===== src/rtl/alu_cmd_sequencer_if.sv =====
// Command and response streams of the ALU command sequencer, both valid/ready.
// master = instruction source / result consumer side, slave = sequencer side.
interface alu_cmd_sequencer_if;
    logic       cmd_valid;
    logic       cmd_ready;
    logic [2:0] cmd_ctl;
    logic [3:0] cmd_a;
    logic [3:0] cmd_b;

    logic       rsp_valid;
    logic       rsp_ready;
    logic [2:0] rsp_ctl;
    logic [3:0] rsp_result;
    logic [4:0] rsp_flags;

    modport master (
        output cmd_valid, cmd_ctl, cmd_a, cmd_b,
        input  cmd_ready,
        input  rsp_valid, rsp_ctl, rsp_result, rsp_flags,
        output rsp_ready
    );

    modport slave (
        input  cmd_valid, cmd_ctl, cmd_a, cmd_b,
        output cmd_ready,
        output rsp_valid, rsp_ctl, rsp_result, rsp_flags,
        input  rsp_ready
    );
endinterface


===== src/rtl/alu_cmd_sequencer.sv =====
// Purpose: queue ALU commands, drive an external 4-bit ALU, return sampled results.
// Latency: command to alu_* 1 cycle, to rsp_valid 2 cycles; one op per 2 cycles sustained.
// Backpressure: cmd_ready drops when the FIFO is full; rsp_* hold while rsp_ready is low.
// Optional ALU_LOCAL_ZERO_EN: derive the zero flag from alu_result instead of alu_zero.
module alu_cmd_sequencer #(
    parameter int DEPTH = 4,
    parameter int CNT_W = 8
) (
    input  logic             clk,
    input  logic             rst_n,
    alu_cmd_sequencer_if.slave bus,
    output logic [3:0]       alu_a,
    output logic [3:0]       alu_b,
    output logic [2:0]       alu_ctl,
    input  logic [3:0]       alu_result,
    input  logic             alu_overflow,
    input  logic             alu_carry,
    input  logic             alu_zero,
    input  logic             alu_out0,
    input  logic             alu_out1,
    output logic             busy,
    output logic [CNT_W-1:0] op_cnt
);

    typedef struct packed {
        logic [2:0] ctl;
        logic [3:0] a;
        logic [3:0] b;
    } cmd_t;

    typedef enum logic [1:0] {
        IDLE  = 2'd0,
        ISSUE = 2'd1,
        RESP  = 2'd2
    } state_t;

    state_t     state, state_nxt;
    cmd_t       push_dat;
    cmd_t       head;
    logic       head_vld;
    logic       pop;
    logic       load;
    logic       capture;
    logic       rsp_done;
    logic       zero_flag;

    logic       rsp_valid_q;
    logic [2:0] rsp_ctl_q;
    logic [3:0] rsp_result_q;
    logic [4:0] rsp_flags_q;

    assign push_dat = {bus.cmd_ctl, bus.cmd_a, bus.cmd_b};

    alu_cmd_sequencer_fifo #(
        .WIDTH ($bits(cmd_t)),
        .DEPTH (DEPTH)
    ) u_fifo (
        .clk      (clk),
        .rst_n    (rst_n),
        .push_vld (bus.cmd_valid),
        .push_rdy (bus.cmd_ready),
        .push_dat (push_dat),
        .pop_vld  (head_vld),
        .pop_rdy  (pop),
        .pop_dat  (head)
    );

`ifdef ALU_LOCAL_ZERO_EN
    // slt/eq opcodes put a boolean in result, so a zero there is not meaningful
    assign zero_flag = (alu_ctl[2:1] != 2'b11) && (alu_result == 4'b0000);
    logic unused_alu_zero;
    assign unused_alu_zero = alu_zero;
`else
    assign zero_flag = alu_zero;
`endif

    always_ff @(posedge clk or negedge rst_n) begin
        if (!rst_n) begin
            state <= IDLE;
        end else begin
            state <= state_nxt;
        end
    end

    always_comb begin
        state_nxt = state;
        pop       = 1'b0;
        load      = 1'b0;
        capture   = 1'b0;
        rsp_done  = 1'b0;
        case (state)
            IDLE: begin
                if (head_vld) begin
                    pop       = 1'b1;
                    load      = 1'b1;
                    state_nxt = ISSUE;
                end
            end
            ISSUE: begin
                capture   = 1'b1;
                state_nxt = RESP;
            end
            RESP: begin
                if (bus.rsp_ready) begin
                    rsp_done = 1'b1;
                    // back-to-back issue keeps throughput at one op per 2 cycles
                    if (head_vld) begin
                        pop       = 1'b1;
                        load      = 1'b1;
                        state_nxt = ISSUE;
                    end else begin
                        state_nxt = IDLE;
                    end
                end
            end
            default: state_nxt = IDLE;
        endcase
    end

    always_ff @(posedge clk or negedge rst_n) begin
        if (!rst_n) begin
            alu_a        <= '0;
            alu_b        <= '0;
            alu_ctl      <= '0;
            rsp_valid_q  <= 1'b0;
            rsp_ctl_q    <= '0;
            rsp_result_q <= '0;
            rsp_flags_q  <= '0;
            op_cnt       <= '0;
        end else begin
            if (load) begin
                alu_a   <= head.a;
                alu_b   <= head.b;
                alu_ctl <= head.ctl;
            end
            if (capture) begin
                rsp_valid_q  <= 1'b1;
                rsp_ctl_q    <= alu_ctl;
                rsp_result_q <= alu_result;
                rsp_flags_q  <= {alu_out1, alu_out0, zero_flag, alu_carry, alu_overflow};
            end else if (rsp_done) begin
                rsp_valid_q  <= 1'b0;
            end
            if (rsp_done) begin
                op_cnt <= op_cnt + 1'b1;
            end
        end
    end

    assign bus.rsp_valid  = rsp_valid_q;
    assign bus.rsp_ctl    = rsp_ctl_q;
    assign bus.rsp_result = rsp_result_q;
    assign bus.rsp_flags  = rsp_flags_q;

    assign busy = (state != IDLE) || head_vld;

endmodule

// Generic synchronous FIFO, count-based full/empty, pointers wrap modulo DEPTH.
// Zero-latency read of the head; push_rdy is simply !full.
module alu_cmd_sequencer_fifo #(
    parameter int WIDTH = 8,
    parameter int DEPTH = 4
) (
    input  logic             clk,
    input  logic             rst_n,
    input  logic             push_vld,
    output logic             push_rdy,
    input  logic [WIDTH-1:0] push_dat,
    output logic             pop_vld,
    input  logic             pop_rdy,
    output logic [WIDTH-1:0] pop_dat
);

    localparam int AW = (DEPTH > 1) ? $clog2(DEPTH) : 1;
    localparam logic [AW:0] FULL_CNT = (AW+1)'(DEPTH);

    logic [WIDTH-1:0] mem [DEPTH];
    logic [AW-1:0]    wr_ptr;
    logic [AW-1:0]    rd_ptr;
    logic [AW:0]      count;
    logic             push;
    logic             pop;

    assign push_rdy = (count != FULL_CNT);
    assign pop_vld  = (count != '0);
    assign push     = push_vld && push_rdy;
    assign pop      = pop_rdy && pop_vld;
    assign pop_dat  = mem[rd_ptr];

    always_ff @(posedge clk or negedge rst_n) begin
        if (!rst_n) begin
            wr_ptr <= '0;
            rd_ptr <= '0;
            count  <= '0;
            for (int i = 0; i < DEPTH; i++) begin
                mem[i] <= '0;
            end
        end else begin
            if (push) begin
                mem[wr_ptr] <= push_dat;
                wr_ptr      <= wr_ptr + 1'b1;
            end
            if (pop) begin
                rd_ptr <= rd_ptr + 1'b1;
            end
            case ({push, pop})
                2'b10:   count <= count + 1'b1;
                2'b01:   count <= count - 1'b1;
                default: count <= count;
            endcase
        end
    end

endmodule


===== src/flat_wrapper.sv =====
// flat-port wrapper written by rule: the top's interface ports become plain ports
module alu_cmd_sequencer_flat 
#(
    parameter int DEPTH = 4,
    parameter int CNT_W = 8
)
  (clk, rst_n, alu_a, alu_b, alu_ctl, alu_result, alu_overflow, alu_carry, alu_zero, alu_out0, alu_out1, busy, op_cnt, bus_cmd_valid, bus_cmd_ctl, bus_cmd_a, bus_cmd_b, bus_cmd_ready, bus_rsp_valid, bus_rsp_ctl, bus_rsp_result, bus_rsp_flags, bus_rsp_ready);
  alu_cmd_sequencer_if bus_i ();
  input  logic clk;
  input  logic rst_n;
  output logic [3:0] alu_a;
  output logic [3:0] alu_b;
  output logic [2:0] alu_ctl;
  input  logic [3:0] alu_result;
  input  logic alu_overflow;
  input  logic alu_carry;
  input  logic alu_zero;
  input  logic alu_out0;
  input  logic alu_out1;
  output logic busy;
  output logic [CNT_W-1:0] op_cnt;
  input wire logic [$bits(bus_i.cmd_valid)-1:0] bus_cmd_valid;
  input wire logic [$bits(bus_i.cmd_ctl)-1:0] bus_cmd_ctl;
  input wire logic [$bits(bus_i.cmd_a)-1:0] bus_cmd_a;
  input wire logic [$bits(bus_i.cmd_b)-1:0] bus_cmd_b;
  output wire logic [$bits(bus_i.cmd_ready)-1:0] bus_cmd_ready;
  output wire logic [$bits(bus_i.rsp_valid)-1:0] bus_rsp_valid;
  output wire logic [$bits(bus_i.rsp_ctl)-1:0] bus_rsp_ctl;
  output wire logic [$bits(bus_i.rsp_result)-1:0] bus_rsp_result;
  output wire logic [$bits(bus_i.rsp_flags)-1:0] bus_rsp_flags;
  input wire logic [$bits(bus_i.rsp_ready)-1:0] bus_rsp_ready;
  assign bus_i.cmd_valid = bus_cmd_valid;
  assign bus_i.cmd_ctl = bus_cmd_ctl;
  assign bus_i.cmd_a = bus_cmd_a;
  assign bus_i.cmd_b = bus_cmd_b;
  assign bus_cmd_ready = bus_i.cmd_ready;
  assign bus_rsp_valid = bus_i.rsp_valid;
  assign bus_rsp_ctl = bus_i.rsp_ctl;
  assign bus_rsp_result = bus_i.rsp_result;
  assign bus_rsp_flags = bus_i.rsp_flags;
  assign bus_i.rsp_ready = bus_rsp_ready;
  alu_cmd_sequencer #(.DEPTH(DEPTH), .CNT_W(CNT_W)) u_core (.clk(clk), .rst_n(rst_n), .bus(bus_i), .alu_a(alu_a), .alu_b(alu_b), .alu_ctl(alu_ctl), .alu_result(alu_result), .alu_overflow(alu_overflow), .alu_carry(alu_carry), .alu_zero(alu_zero), .alu_out0(alu_out0), .alu_out1(alu_out1), .busy(busy), .op_cnt(op_cnt));
endmodule

===== config.mk =====
export PLATFORM = sky130hd
export DESIGN_NAME = alu_cmd_sequencer_flat
export DESIGN_NICKNAME = d
export VERILOG_FILES = /design/src/rtl/alu_cmd_sequencer_if.sv /design/src/rtl/alu_cmd_sequencer.sv /design/src/flat_wrapper.sv
export SDC_FILE = /design/constraint.sdc
export NUM_CORES = 1
export LEC_CHECK = 0
export CAP_MARGIN = 10
export CORE_ASPECT_RATIO = 1.4
export CORE_MARGIN = 3
export CORE_UTILIZATION = 57
export DETAILED_ROUTE_END_ITERATION = 12
export MAX_ROUTING_LAYER = met4
export PLACE_DENSITY_LB_ADDON = 0.2
export SYNTH_ARGS = -nofsm -noshare
export SYNTH_HDL_FRONTEND = slang
export SYNTH_SLANG_ARGS = --single-unit
export TNS_END_PERCENT = 20

===== constraint.sdc =====
create_clock -name clk -period 3.4 [get_ports clk]
set_clock_uncertainty 0.2 [all_clocks]
set_input_delay 0.68 -clock clk [delete_from_list [all_inputs] [get_ports clk]]
set_output_delay 0.68 -clock clk [all_outputs]
set_load 0.03 [all_outputs]

Yosys cells after proc, flatten, opt, wreduce, memory -nomap -nowiden
Index checks and enable logic that the tools add are counted.
{"block": "word_totals", "input_bits": 24, "regBits": 85, "output_inout_bits": 34, "word_cells": 62}
{"block": "op_classes", "n_addsub": 5, "bitwise": 2, "order_cmp": 3, "muxes": 19, "reduce_logical": 10, "eq_ne": 7}
{"cell": "44-bit bitwise mux", "n": 1}
{"cell": "11-bit 2-to-1 mux", "n": 3}
{"cell": "11-bit binary-select mux with 2-bit select", "n": 1}
{"cell": "11-bit demux with 2-bit select", "n": 1}
{"cell": "8-bit by 1-bit adder with 8-bit output (second input constant)", "n": 1}
{"cell": "1-bit 2-to-1 mux", "n": 8}
{"cell": "3-bit >= comparator (second input constant)", "n": 2}
{"cell": "2-bit inverter with 3-bit output", "n": 2}
{"cell": "2-bit one-hot mux with 3 select lines", "n": 1}
{"cell": "3-bit one-hot mux with 2 select lines", "n": 1}
{"cell": "2-bit nonzero test", "n": 3}
{"cell": "2-bit by 1-bit adder with 2-bit output (second input constant)", "n": 2}
{"cell": "2-bit by 1-bit == test with 1-bit output (second input constant)", "n": 2}
{"cell": "2-bit == test (second input constant)", "n": 2}
{"cell": "2-bit 2-to-1 mux", "n": 2}
{"cell": "3-bit by 1-bit adder with 3-bit output (second input constant)", "n": 1}
{"cell": "1-bit logical AND", "n": 3}
{"cell": "3-bit by 1-bit < comparator with 1-bit output (second input constant)", "n": 1}
{"cell": "3-bit inequality test (second input constant)", "n": 1}
{"cell": "3-bit nonzero test", "n": 1}
{"cell": "3-bit by 1-bit subtractor with 3-bit output (second input constant)", "n": 1}
{"cell": "2-bit logical NOT", "n": 1}
{"cell": "2-bit by 1-bit inequality test with 1-bit output (second input constant)", "n": 1}
{"cell": "2-bit inequality test (second input constant)", "n": 1}
{"cell": "other kinds (3)", "n": 3}

Longest topological paths before layout
Gate-level depths: netlist (run 1).
{"block": "depth", "ltp_word": 7, "ltp_mapped": 9, "depth_no_buf": 8}

Modules after synthesis
A second synthesis (run 1) with hierarchy kept.
{"block": "unflattened", "hier_cells": 230, "area_unflattened_um2": 3970.1}
{"mod": "alu_cmd_sequencer_fifo", "area_per_inst_um2": 2527.4, "instances": 1, "seq_area_each_um2": 1276.2, "cells_each": 142}
{"mod": "alu_cmd_sequencer", "area_per_inst_um2": 1442.6, "instances": 1, "seq_area_each_um2": 850.8, "cells_each": 88}

Worst setup path after synthesis (run 1)
OpenSTA, ideal clock, no wires.
{"block": "synth_timing", "path_kind": "input to register", "startpoint": "input bus_rsp_ready", "endpoint": "register u_core.u_fifo.count[2]", "cell_stages": 9, "n_path_buf": 1, "required_ns": 3.121, "path_slack_ns": 0.939, "t_arrival_ns": 2.181, "setup_ns": 0.079, "cell_sequence": "nor2b_1 > nor3_2 > buf_6 > ha_1 > inv_1 > fa_1 > xor2_1 > nor2_1 > xor2_1"}
{"block": "synth_between", "elab_chain_len": 5, "word_cells_on_any_way": 7, "classes_between": "2 x eq/ne; 3 x mux; 2 x reduce/logical"}
{"element": "from (decl)", "line_no": "flat_wrapper.sv:31", "rtl": "input wire logic [$bits(bus_i.rsp_ready)-1:0] bus_rsp_ready;"}
{"element": "1-bit 2-to-1 mux *", "line_no": "alu_cmd_sequencer.sv:104", "rtl": "if (bus.rsp_ready) begin"}
{"element": "1-bit one-hot mux with 2 select lines *", "line_no": "alu_cmd_sequencer.sv:91", "rtl": "case (state)"}
{"element": "1-bit logical AND *", "line_no": "alu_cmd_sequencer.sv:188", "rtl": "assign pop = pop_rdy && pop_vld;"}
{"element": "via u_core.u_fifo.pop", "line_no": "alu_cmd_sequencer.sv:183", "rtl": "logic pop;"}
{"element": "2-bit by 1-bit == test with 1-bit output / 2-bit == test (equally long branches)", "line_no": "alu_cmd_sequencer.sv:207", "rtl": "case ({push, pop})"}
{"element": "3-bit one-hot mux with 2 select lines / 2-bit nonzero test (equally long branches)"}
{"element": "to (signal assigned)", "line_no": "alu_cmd_sequencer.sv:208", "rtl": "2'b10: count <= count + 1'b1;"}
{"element": "to (signal assigned)", "line_no": "alu_cmd_sequencer.sv:209", "rtl": "2'b01: count <= count - 1'b1;"}
{"element": "to (signal assigned)", "line_no": "alu_cmd_sequencer.sv:210", "rtl": "default: count <= count;"}
{"element": "to (decl)", "line_no": "alu_cmd_sequencer.sv:181", "rtl": "logic [AW:0] count;"}
Mark *: on every way through the listed nets, which the timed path passes. The rest lies on a longest branch.
A chain may end at the register's enable or synchronous reset.

Worst setup path in the final report (run 1)
{"block": "layout_timing", "startpoint": "register u_core.u_fifo.count[0]", "endpoint": "output busy"}
{"block": "layout_between", "elab_chain_len": 2}
{"element": "3-bit nonzero test", "line_no": "alu_cmd_sequencer.sv:186", "rtl": "assign pop_vld = (count != '0);"}
{"element": "1-bit logical OR", "line_no": "alu_cmd_sequencer.sv:155", "rtl": "assign busy = (state != IDLE) || head_vld;"}
{"element": "to (decl)", "line_no": "flat_wrapper.sv:20", "rtl": "output logic busy;"}
No other way between the ends.

==> results of run 1 <==
==> how the worst min path moves through the flow <==
| stage | from | endpoint | slack [ns] | depth (start not counted) |
|---|---|---|---|---|
| after floorplan | rst_n | u_core.alu_a[0] | 0.18 | 0 |
| after global routing | u_core.op_cnt[7] | u_core.op_cnt[7] | 0.29 | 1 |
| final | u_core.op_cnt[7] | u_core.op_cnt[7] | 0.27 | 1 |
| after global placement | u_core.op_cnt[7] | u_core.op_cnt[7] | 0.26 | 1 |
| after detailed placement | u_core.op_cnt[7] | u_core.op_cnt[7] | 0.26 | 1 |
| after CTS | u_core.op_cnt[7] | u_core.op_cnt[7] | 0.28 | 1 |
==> report_power, final <==
part | internal (mW) | leakage, nW | switching, mW
clock | 0.363 | 0.0951 | 0.366
combinational | 1.22 | 0.856 | 0.931
sequential | 1.52 | 1.02 | 0.364
==> logic make-up after synthesis <==
family	after synthesis	synth area share
DFF	85	0.5716
adders and majority gates	7	0.02555
muxes	81	0.2912
buffers and inverters	15	0.03026
and+or+nand+nor	28	0.04876
xor gates and xnor gates	13	0.03060
AOI/OAI and AO/OA	1	0.002018
==> routing by layer <==
layer | wire [um] | vias up | part of all wire
met2 | 3286 | 55 | 0.51
li1 | - | 943 | -
met1 | 2673 | 1085 | 0.42
met5 | 0 | - | 0
met3 | 355 | 11 | 0.055
met4 | 117 | 0 | 0.018
==> layout make-up <==
class	instances	area [um^2]	share of cell area
clock buffers	10	137.6	0.03053
clock inverters	6	70.07	0.01554
inverters	5	18.77	0.004163
multi-input cells	130	1481	0.3286
flip-flops and latches	85	2127	0.4718
well taps	72	90.09	0.01998
repair buffers	59	583.1	0.1293
==> worst register-to-register path, delay by kind of cell, from the launching register on <==
family	cells	cell delay (ns)
xor+xnor	2	0.30
simple gates	3	0.79
buf+inv	1	0.07
fa+ha+maj	2	0.63
flops	1	0.42
==> state kept, by name, indices dropped and copies added, names as in the netlist <==
signal / count
u_core.alu_ctl: 3
u_core.state: 2
u_core.bus.rsp_ctl: 3
u_core.alu_b: 4
u_core.bus.rsp_result: 4
u_core.bus.rsp_flags: 5
u_core.u_fifo.mem: 44
u_core.u_fifo.wr_ptr: 2
u_core.op_cnt: 8
u_core.u_fifo.rd_ptr: 2
u_core.bus.rsp_valid: 1
u_core.alu_a: 4
u_core.u_fifo.count: 3
==> placed cells by master (no fill, tap or decap), types with 4 or more instances in the layout <==
cell	count
clkbuf_8	10
clkdlybuf4s50_1	56
dfrtp_1	85
ha_1	6
inv_1	5
mux2_2	59
mux2_4	10
mux4_2	8
nand3_2	4
nor3_1	4
xnor2_1	5
xor2_1	8
==> stage by stage <==
step | hold slack, ns | power [mW] | cell area, um^2
floorplan | 0.1844 | 3.432 | 3721
global placement | 0.2599 | 3.999 | 4300
detailed placement | 0.2622 | 4.084 | 4300
CTS | 0.2761 | 4.824 | 4508
global route | 0.2864 | 5.055 | 4508
finish | 0.2735 | 4.761 | 4508
==> results.md, run 1 <==
- Residual DRC: 0
- Root Buffer: clkbuf_8
- Top-count cell post-synth: dfrtp_1
- Share of layout cells above drive strength 1: 0.3458
- PD cells: 1056 mW/mm^2
- Antenna viol nets, final: 0
- Post-synth EDFFs: 0
- Worst EP required: 2.52 ns
- Final setup violation count: 0
- Post-CTS setup buffers: 0
- Crit path DAT: 1.96 ns
- MaxCap Viol Count: 0
- CP top delay family: buffers and inverters
- CP startpoint: u_core.u_fifo.count[0]
- Critical path's largest stage delay: 0.62 ns
- Setup crit start kind: register
- Gr usage total: 0.1933
- Clk Latency, worst-skew pair: 0.35 ns
- Via density: 5.706
- Commonest cells in the netlist: dfrtp_1, mux2_2, mux2_4
- #FFs+latches synth: 85
- Clk buf depth: 2
- Status: complete, no violations
- Final non-filler cell total: 367
- Fill count: 446
- Register area share after synthesis: 0.5716
- Yosys warnings: 0
- Post-synth top area cell: dfrtp_1
- Syn-to-layout area delta: 21.15%
- Min-Delay Path Class: reg -> reg
- Number of port buffers: 57
- Ys flop type: dfrtp_1
- Worst path bufs/invs: 1
- Cell variety after synth: 31
- GRT met3 Usage: 0.05065
- CP Depth: 3
- Max-slew violations: 0
- Die W: 74.29 um
- Diode count: 0
- Hold Fails Final Rpt: 0
- Syn_nets: 261
- CTS-repair resized insts: 0
- Area share of the largest cell type after synthesis: 0.5716
- DP Wirelength: 4210 um
- Clock sink count: 85
- Total wire length: 6433 um
- Final worst setup slack: 0.5624 ns
- Wire per inst: 17.53 um
- Avg Inst Size Synth: 16.18 um^2
- Grt met2 use: 0.3163
- Unrepaired setup endpoints after global routing: false
- R2R Setup Slk: 0.92 ns
- CTS buffer count: 9
- Die Span Y: 101.6 um
- Tcrit/Tclk final: 0.8346
- Crit path kind: reg -> out
- GPL Wtd Cong: 0.7264
- Clock H-tree levels: 3
- Synth area leaders: dfrtp_1, mux2_2, mux4_2, mux2_4, mux4_1
- Global route overflow: 0
- Finished Core Util: 0.7209
- Ys async rst share: 1.000
- Nets: 321
- Die ar.: 0.007547 mm^2
- Max_slew headroom: 0.3071
- Setup TNS: 0 ns
- Antenna violations before repair: 0
- Starting density of the core: 0.5950
- Vias in the first global route: 2136
- Placed cell count: 351
- LEAKAGE: 1.967 nW
- Number of detailed-route iterations in the first pass: 4
- Worst reg2reg path endpoint: u_core.u_fifo.count[2]
- Row Count: 34
- Largest net degree at the start of global routing: 86
- # IOs: 58
- Max VDD drop: 0.5303 mV
- Synth Instances: 230
- Depth of the worst register-to-register path: 8
- Core area: 0.006254 mm^2
- CTS tree: yes
- Global Route met1 Usage: 0.2235
- DP Worst Slack: 0.5275 ns
- Cells along the critical path: nor3_1 -> nand2_1 -> clkdlybuf4s50_1
- Slowest-stage cell, CP: clkdlybuf4s50_1
- CP max FO: 4
- Via count: 2094
- Fmax achieved: 0.3524 GHz
- Grt peak-use layer: met2
- Worst-margin pin slew: 1.039 ns
- First-pass GRT wire length: 10320 um
- Critical path capture point type: output port
- RR Startpoint: u_core.u_fifo.count[0]
- Clock slew at reported path FFs: 0.08 ns
- Hold buffer count at cts: 0
- Post-route minimum period: 2.838 ns
- Post-Syn Area: 0.003721 mm^2
- CP Capture Point: busy
- Initial DRC count: 99
Note: power is estimated with default switching activity, not from simulation.
==> run 2, diff against run 1 <==
- CORE_UTILIZATION: 57 -> 48
- clock period: 3.4 -> 2.4 ns (I/O delays scaled with it)
==> run 2 against run 1 <==
Die area increased by 17%; sequential share of layout area is 1.3 points lower; clock-buffer cell count up 2; critical endpoint is now u_core.u_fifo.count[2]; largest cell class unchanged; largest power group unchanged.
==> results.md, run 2 (synthesis results as in run 1) <==
- Worst EP required: 2.47 ns (-0.05 ns)
- Diode count: 0 (unchanged)
- Unrepaired setup endpoints after global routing: false
- Design area: 0.004639 mm^2 (+2.9%)
- Vias in the first global route: 2178 (+2.0%)
- Sequential Power Share: 0.386 (-0.010)
- GPL Wtd Cong: 0.7153 (-1.5%)
- Hold Slack: 0.2686 ns (-0.004949 ns)
- Clock share of power: 0.153 (about the same)
- Clock sink count: 85 (unchanged)
- Commonest non-fill, non-tap cell in the layout: dfrtp_1
- Max VDD drop: 0.6628 mV (+25%)
- Area post-placement: 0.004419 mm^2 (+2.8%)
- Hold Fails Final Rpt: 0 (unchanged)
- Hold Path Depth: 1 (unchanged)
- DP Worst Slack: -0.1396 ns (-0.6670 ns)
- Critical path's largest stage delay: 0.42 ns (-0.20 ns)
- Most flops, register: u_core.u_fifo.mem
- Clk buf depth: 2 (unchanged)
- Fmax achieved: 0.4434 GHz
- Total wire length: 6707 um (+4.3%)
- Post-route minimum period: 2.255 ns
- Max-slew violations: 0 (unchanged)
- MaxCap Viol Count: 0 (unchanged)
- Crit path kind: reg -> reg
- Clk Latency, worst-skew pair: 0.35 ns (about the same)
- Antenna viol nets, final: 0 (unchanged)
- Placed cell count: 386 (+10%)
- Worst-margin pin slew: 0.6198 ns (-0.4196 ns)
- Clock slew at reported path FFs: 0.08 ns (about the same)
- Slowest-stage cell, CP: dfrtp_1
- Worst path bufs/invs: 1 (unchanged)
- Total power: 6.815 mW (+43%)
- First-pass GRT wire length: 11000 um (+6.5%)
- RR Startpoint: u_core.u_fifo.count[0]
- Nets: 332 (+3.4%)
- LEAKAGE: 2.040 nW (+3.7%)
- Most frequent cells in the layout: dfrtp_1, mux2_2, clkdlybuf4s50_1, clkbuf_8, buf_4
- Setup crit start kind: register
- Final worst setup slack: 0.1448 ns (-0.4176 ns)
- CP max FO: 4 (unchanged)
- Via density: 5.211 (-8.7%)
- # IOs: 58 (unchanged)
- Tcrit/Tclk final: 0.9397
- Setup TNS: 0 ns (unchanged)
- Finished Core Util: 0.6225 (-0.09843)
- Crit path DAT: 2.33 ns (+0.37 ns)
- CP top delay family: simple AND/OR/NAND/NOR gates
- Residual DRC: 0 (unchanged)
- Largest net degree at the start of global routing: 38 (-56%)
- Wire per inst: 16.64 um (-5.1%)
- Pint: 4.489 mW (+45%)
- Number of port buffers: 57 (unchanged)
- WHS Endpoint: u_core.op_cnt[7]
- Final setup violation count: 0 (unchanged)
- NetSw: 2.327 mW (+40%)
- Antenna violations before repair: 0 (unchanged)
- CTS tree: yes
- CP startpoint: u_core.u_fifo.count[0]
- Worst path most repeated cell: xor2_1
- CTS buffer count: 9 (unchanged)
- Starting density of the core: 0.4992 (-0.09579)
- Number of detailed-route iterations in the first pass: 5 (+1)
- Status: complete, no violations
- Global route overflow: 0 (unchanged)
- Syn-to-layout area delta: 24.68%
- Share of layout cells above drive strength 1: 0.3693 (+0.02352)
- Worst reg2reg path endpoint: u_core.u_fifo.count[2]
- Cells along the critical path: or3b_4 -> nand2_1 -> ha_1 -> inv_1 -> fa_1 -> xor2_1 -> nor2_1 -> xor2_1
- Die W: 80.42 um (+8.3%)
- Worst Hold Launch: u_core.op_cnt[7]
- Gr usage total: 0.1731 (-0.02023)
- Combinational share of power: 0.460 (+0.009)
- Critical path capture point type: register
- DP Wirelength: 4529 um (+7.6%)
- Root Buffer: clkbuf_8
- Die Span Y: 110.2 um (+8.4%)
- Switching share of power: 0.3414 (-0.007483)
- Max_slew headroom: 0.5868 (+0.2797)
- Die ar.: 0.008860 mm^2 (+17%)
- Depth of the worst register-to-register path: 8 (unchanged)
- Via count: 2100 (+0.29%)
- Row Count: 37 (+8.8%)
- Final non-filler cell total: 403 (+9.8%)
- PD cells: 1469 mW/mm^2 (+39%)
- Max FFs per register: 44 (unchanged)
- Min-Delay Path Class: reg -> reg
- Core area: 0.007453 mm^2 (+19%)
- R2R Setup Slk: 0.14 ns (-0.78 ns)
- Clock H-tree levels: 3 (unchanged)
- Initial DRC count: 100 (+1.0%)
-- run 2: cell count changes in the layout (fill, tap and decap cells not counted), sizes merged --
cell           previous run  this run
dlygate4sd3               0         1
inv                       6         5
clkdlybuf4s50            56        54
clkbuf                   10        12
clkinv                    1         3
buf                       3        13
dlygate4sd2               0         2
clkinvlp                  3         0
-- run 2: how the worst max path moves through the flow --
stage | end | slack (ns) | cells after the start
floorplan | u_core.u_fifo.count[2] | 0.05 | 9
global placement | u_core.u_fifo.count[2] | -0.16 | 9
detailed placement | u_core.u_fifo.count[2] | -0.14 | 9
CTS | u_core.u_fifo.count[2] | 0.11 | 8
global route | u_core.u_fifo.count[2] | 0.002 | 8
finish | u_core.u_fifo.count[2] | 0.14 | 8
-- run 2: worst register-to-register path, cell delays in order (launching register included) --
cell,delay (ns)
dfrtp_1,0.42
or3b_4,0.40
nand2_1,0.11
ha_1,0.17
inv_1,0.06
fa_1,0.42
xor2_1,0.15
nor2_1,0.11
xor2_1,0.14
-- run 2: power by group through the flow --
stage / Sequential (mW) / Clock (mW) / Combinational [mW]
2_1_floorplan: 3.00 / 0 / 1.86
3_3_place_gp: 2.63 / 0 / 3.13
3_5_place_dp: 2.67 / 0 / 3.18
4_1_cts: 2.64 / 1.08 / 3.18
5_1_grt: 2.74 / 1.14 / 3.38
6_report: 2.63 / 1.05 / 3.14
-- run 2: cell type report --
class | count | area (um^2)
well taps | 97 | 121.4
inverters | 5 | 18.77
fillers | 578 | 2814
flip-flops and latches | 85 | 2127
multi-input cells | 130 | 1484
clock inverters | 4 | 45.04
clock buffers | 12 | 165.2
repair buffers | 70 | 678.2
-- run 2: repair_timing --
item / CTS / global route
pin swaps: 0 / 0
hold buffers: 1 / 0
cloned: 0 / 0
gates resized for setup: 2 / 1
hold endpoints to repair: 35 / 0
buffers inserted: 0 / 0
setup endpoints to repair: 2 / 1
-- run 2: layer usage --
layer	GRT usage	up-vias	share of wire
li1	-	961	-
met1	0.2028	1077	0.43
met2	0.2814	50	0.51
met3	0.03577	12	0.043
met4	0.09058	0	0.022
met5	-	-	0
==> run 3, diff against run 2 <==
- MAX_ROUTING_LAYER: met4 -> unset
==> run 3 against run 2 <==
Hold slack about the same; combinational power about the same; wire length down 0.54%; sequential share of layout area unchanged; critical path type unchanged; critical endpoint unchanged; largest cell class unchanged; highest routed layer unchanged.
==> results.md, run 3 (synthesis results as in run 1) <==
- Row Count: 37 (unchanged)
- Setup crit start kind: register
- Sequential Power Share: 0.387 (about the same)
- Post-CTS setup buffers: 0 (unchanged)
- Starting density of the core: 0.4992 (unchanged)
- Antenna viol nets, final: 0 (unchanged)
- Pint: 4.489 mW (about the same)
- Max VDD drop: 0.6611 mV (-0.25%)
- Worst-margin pin slew: 0.6093 ns (-0.01059 ns)
- CP max FO: 4 (unchanged)
- Max-slew violations: 0 (unchanged)
- MaxCap Viol Count: 0 (unchanged)
- Hold Slack: 0.2681 ns (-0.0004710 ns)
- Max FFs per register: 44 (unchanged)
- Die ar.: 0.008860 mm^2 (unchanged)
- Number of port buffers: 57 (unchanged)
- Diode count: 0 (unchanged)
- Most flops, register: u_core.u_fifo.mem
- Number of detailed-route iterations in the first pass: 4 (-1)
- Combinational share of power: 0.460 (about the same)
- LEAKAGE: 2.040 nW (unchanged)
- Tcrit/Tclk final: 0.9396 (about the same)
- PD cells: 1468 mW/mm^2 (about the same)
- Unrepaired setup endpoints after global routing: false
- Antenna violations before repair: 0 (unchanged)
- Switching share of power: 0.3409 (-0.0004157)
- DP Wirelength: 4529 um (unchanged)
- Final setup violation count: 0 (unchanged)
- Most frequent cells in the layout: dfrtp_1, mux2_2, clkdlybuf4s50_1, clkbuf_8, buf_4
- CTS buffer count: 9 (unchanged)
- Global route overflow: 0 (unchanged)
- Gr usage total: 0.1688 (-0.004303)
- Grt peak-use layer: met2
- Via density: 5.233 (+0.43%)
- Grt met2 use: 0.2814 (unchanged)
- DP Worst Slack: -0.1396 ns (unchanged)
- Crit path kind: reg -> reg
- Min-Delay Path Class: reg -> reg
- Die Span Y: 110.2 um (unchanged)
- Final worst setup slack: 0.1449 ns (+0.00002000 ns)
- First-pass GRT wire length: 11010 um (+0.13%)
- Nets: 332 (unchanged)
- Core area: 0.007453 mm^2 (unchanged)
- GPL Wtd Cong: 0.7073 (-1.1%)
- NetSw: 2.322 mW (-0.19%)
- Largest net degree at the start of global routing: 38 (unchanged)
- Initial DRC count: 65 (-35%)
- Wire per inst: 16.55 um (-0.54%)
- Total power: 6.811 mW (about the same)
- Design area: 0.004639 mm^2 (unchanged)
- Max_slew headroom: 0.5938 (+0.007059)
- Area post-placement: 0.004419 mm^2 (unchanged)
- Worst EP required: 2.47 ns (about the same)
- Status: complete, no violations
- GRT met3 Usage: 0.03902 (+0.003252)
- Clock H-tree levels: 3 (unchanged)
- Root Buffer: clkbuf_8
- Die W: 80.42 um (unchanged)
- Final non-filler cell total: 403 (unchanged)
- Residual DRC: 0 (unchanged)
- CTS tree: yes
- Placed cell count: 386 (unchanged)
- Commonest non-fill, non-tap cell in the layout: dfrtp_1
- Clk Latency, worst-skew pair: 0.34 ns (about the same)
- Clock share of power: 0.153 (about the same)
- Syn-to-layout area delta: 24.68% (unchanged)
- Clock slew at reported path FFs: 0.08 ns (about the same)
- Crit path DAT: 2.33 ns (about the same)
- Hold Fails Final Rpt: 0 (unchanged)
- Finished Core Util: 0.6225 (unchanged)
- Global Route met1 Usage: 0.2023 (-0.0005453)
- Clock sink count: 85 (unchanged)
- Post-route minimum period: 2.255 ns (-0.00002000 ns)
- Fmax achieved: 0.4434 GHz (about the same)
- Vias in the first global route: 2179 (+0.046%)
- Setup TNS: 0 ns (unchanged)
- Clk buf depth: 2 (unchanged)
- Critical path capture point type: register
- Share of layout cells above drive strength 1: 0.3693 (unchanged)
- Total wire length: 6671 um (-0.54%)
- Via count: 2109 (+0.43%)
- # IOs: 58 (unchanged)
[run 3: layer usage]
| layer | wire, um | up-vias |
|---|---|---|
| li1 | - | 961 |
| met1 | 2848 | 1080 |
| met2 | 3370 | 56 |
| met3 | 305 | 12 |
| met4 | 146 | 0 |
| met5 | 0 | - |
[run 3: repair_timing]
| action | in CTS | in global routing |
|---|---|---|
| gates resized for setup | 2 | 1 |
| hold buffers | 1 | 0 |
| gates cloned | 0 | 0 |
| endpoints found under the setup margin | 2 | 1 |
| hold endpoints to repair | 35 | 0 |
[run 3: cell type report]
type | count | area [um^2]
clock inverter | 4 | 45.04
sequential | 85 | 2127
clock buffer | 12 | 165.2
tap | 97 | 121.4
timing repair buffer | 70 | 678.2
multi-input combinational | 130 | 1484
fill | 578 | 2814
inverter | 5 | 18.77
[run 3: final timing paths]
kind / from / end / slack (ns) / cells past startpoint
setup / recovery: u_core.u_fifo.count[0] / u_core.u_fifo.count[2] / 0.14 / 8
hold / removal: u_core.op_cnt[7] / u_core.op_cnt[7] / 0.27 / 1
setup reg to reg: u_core.u_fifo.count[0] / u_core.u_fifo.count[2] / 0.14 / 8
hold reg to reg: u_core.op_cnt[7] / u_core.op_cnt[7] / 0.27 / 1
max in group asynchronous: rst_n / u_core.u_fifo.count[1] / 0.96 / 3
min in group asynchronous: rst_n / u_core.op_cnt[2] / 0.43 / 2
[run 3: critical path, cell delays in order (launching register included)]
cell and delay, ns:
dfrtp_1 0.42, or3b_4 0.40, nand2_1 0.11, ha_1 0.17
inv_1 0.06, fa_1 0.42, xor2_1 0.15, nor2_1 0.11
xor2_1 0.14
[run 3: power groups by stage]
stage	logic [mW]	registers [mW]	clock network, mW
finish	3.13	2.63	1.04
global route	3.38	2.74	1.14
CTS	3.18	2.64	1.08
detailed placement	3.18	2.67	0
global placement	3.13	2.63	0
floorplan	1.86	3.00	0
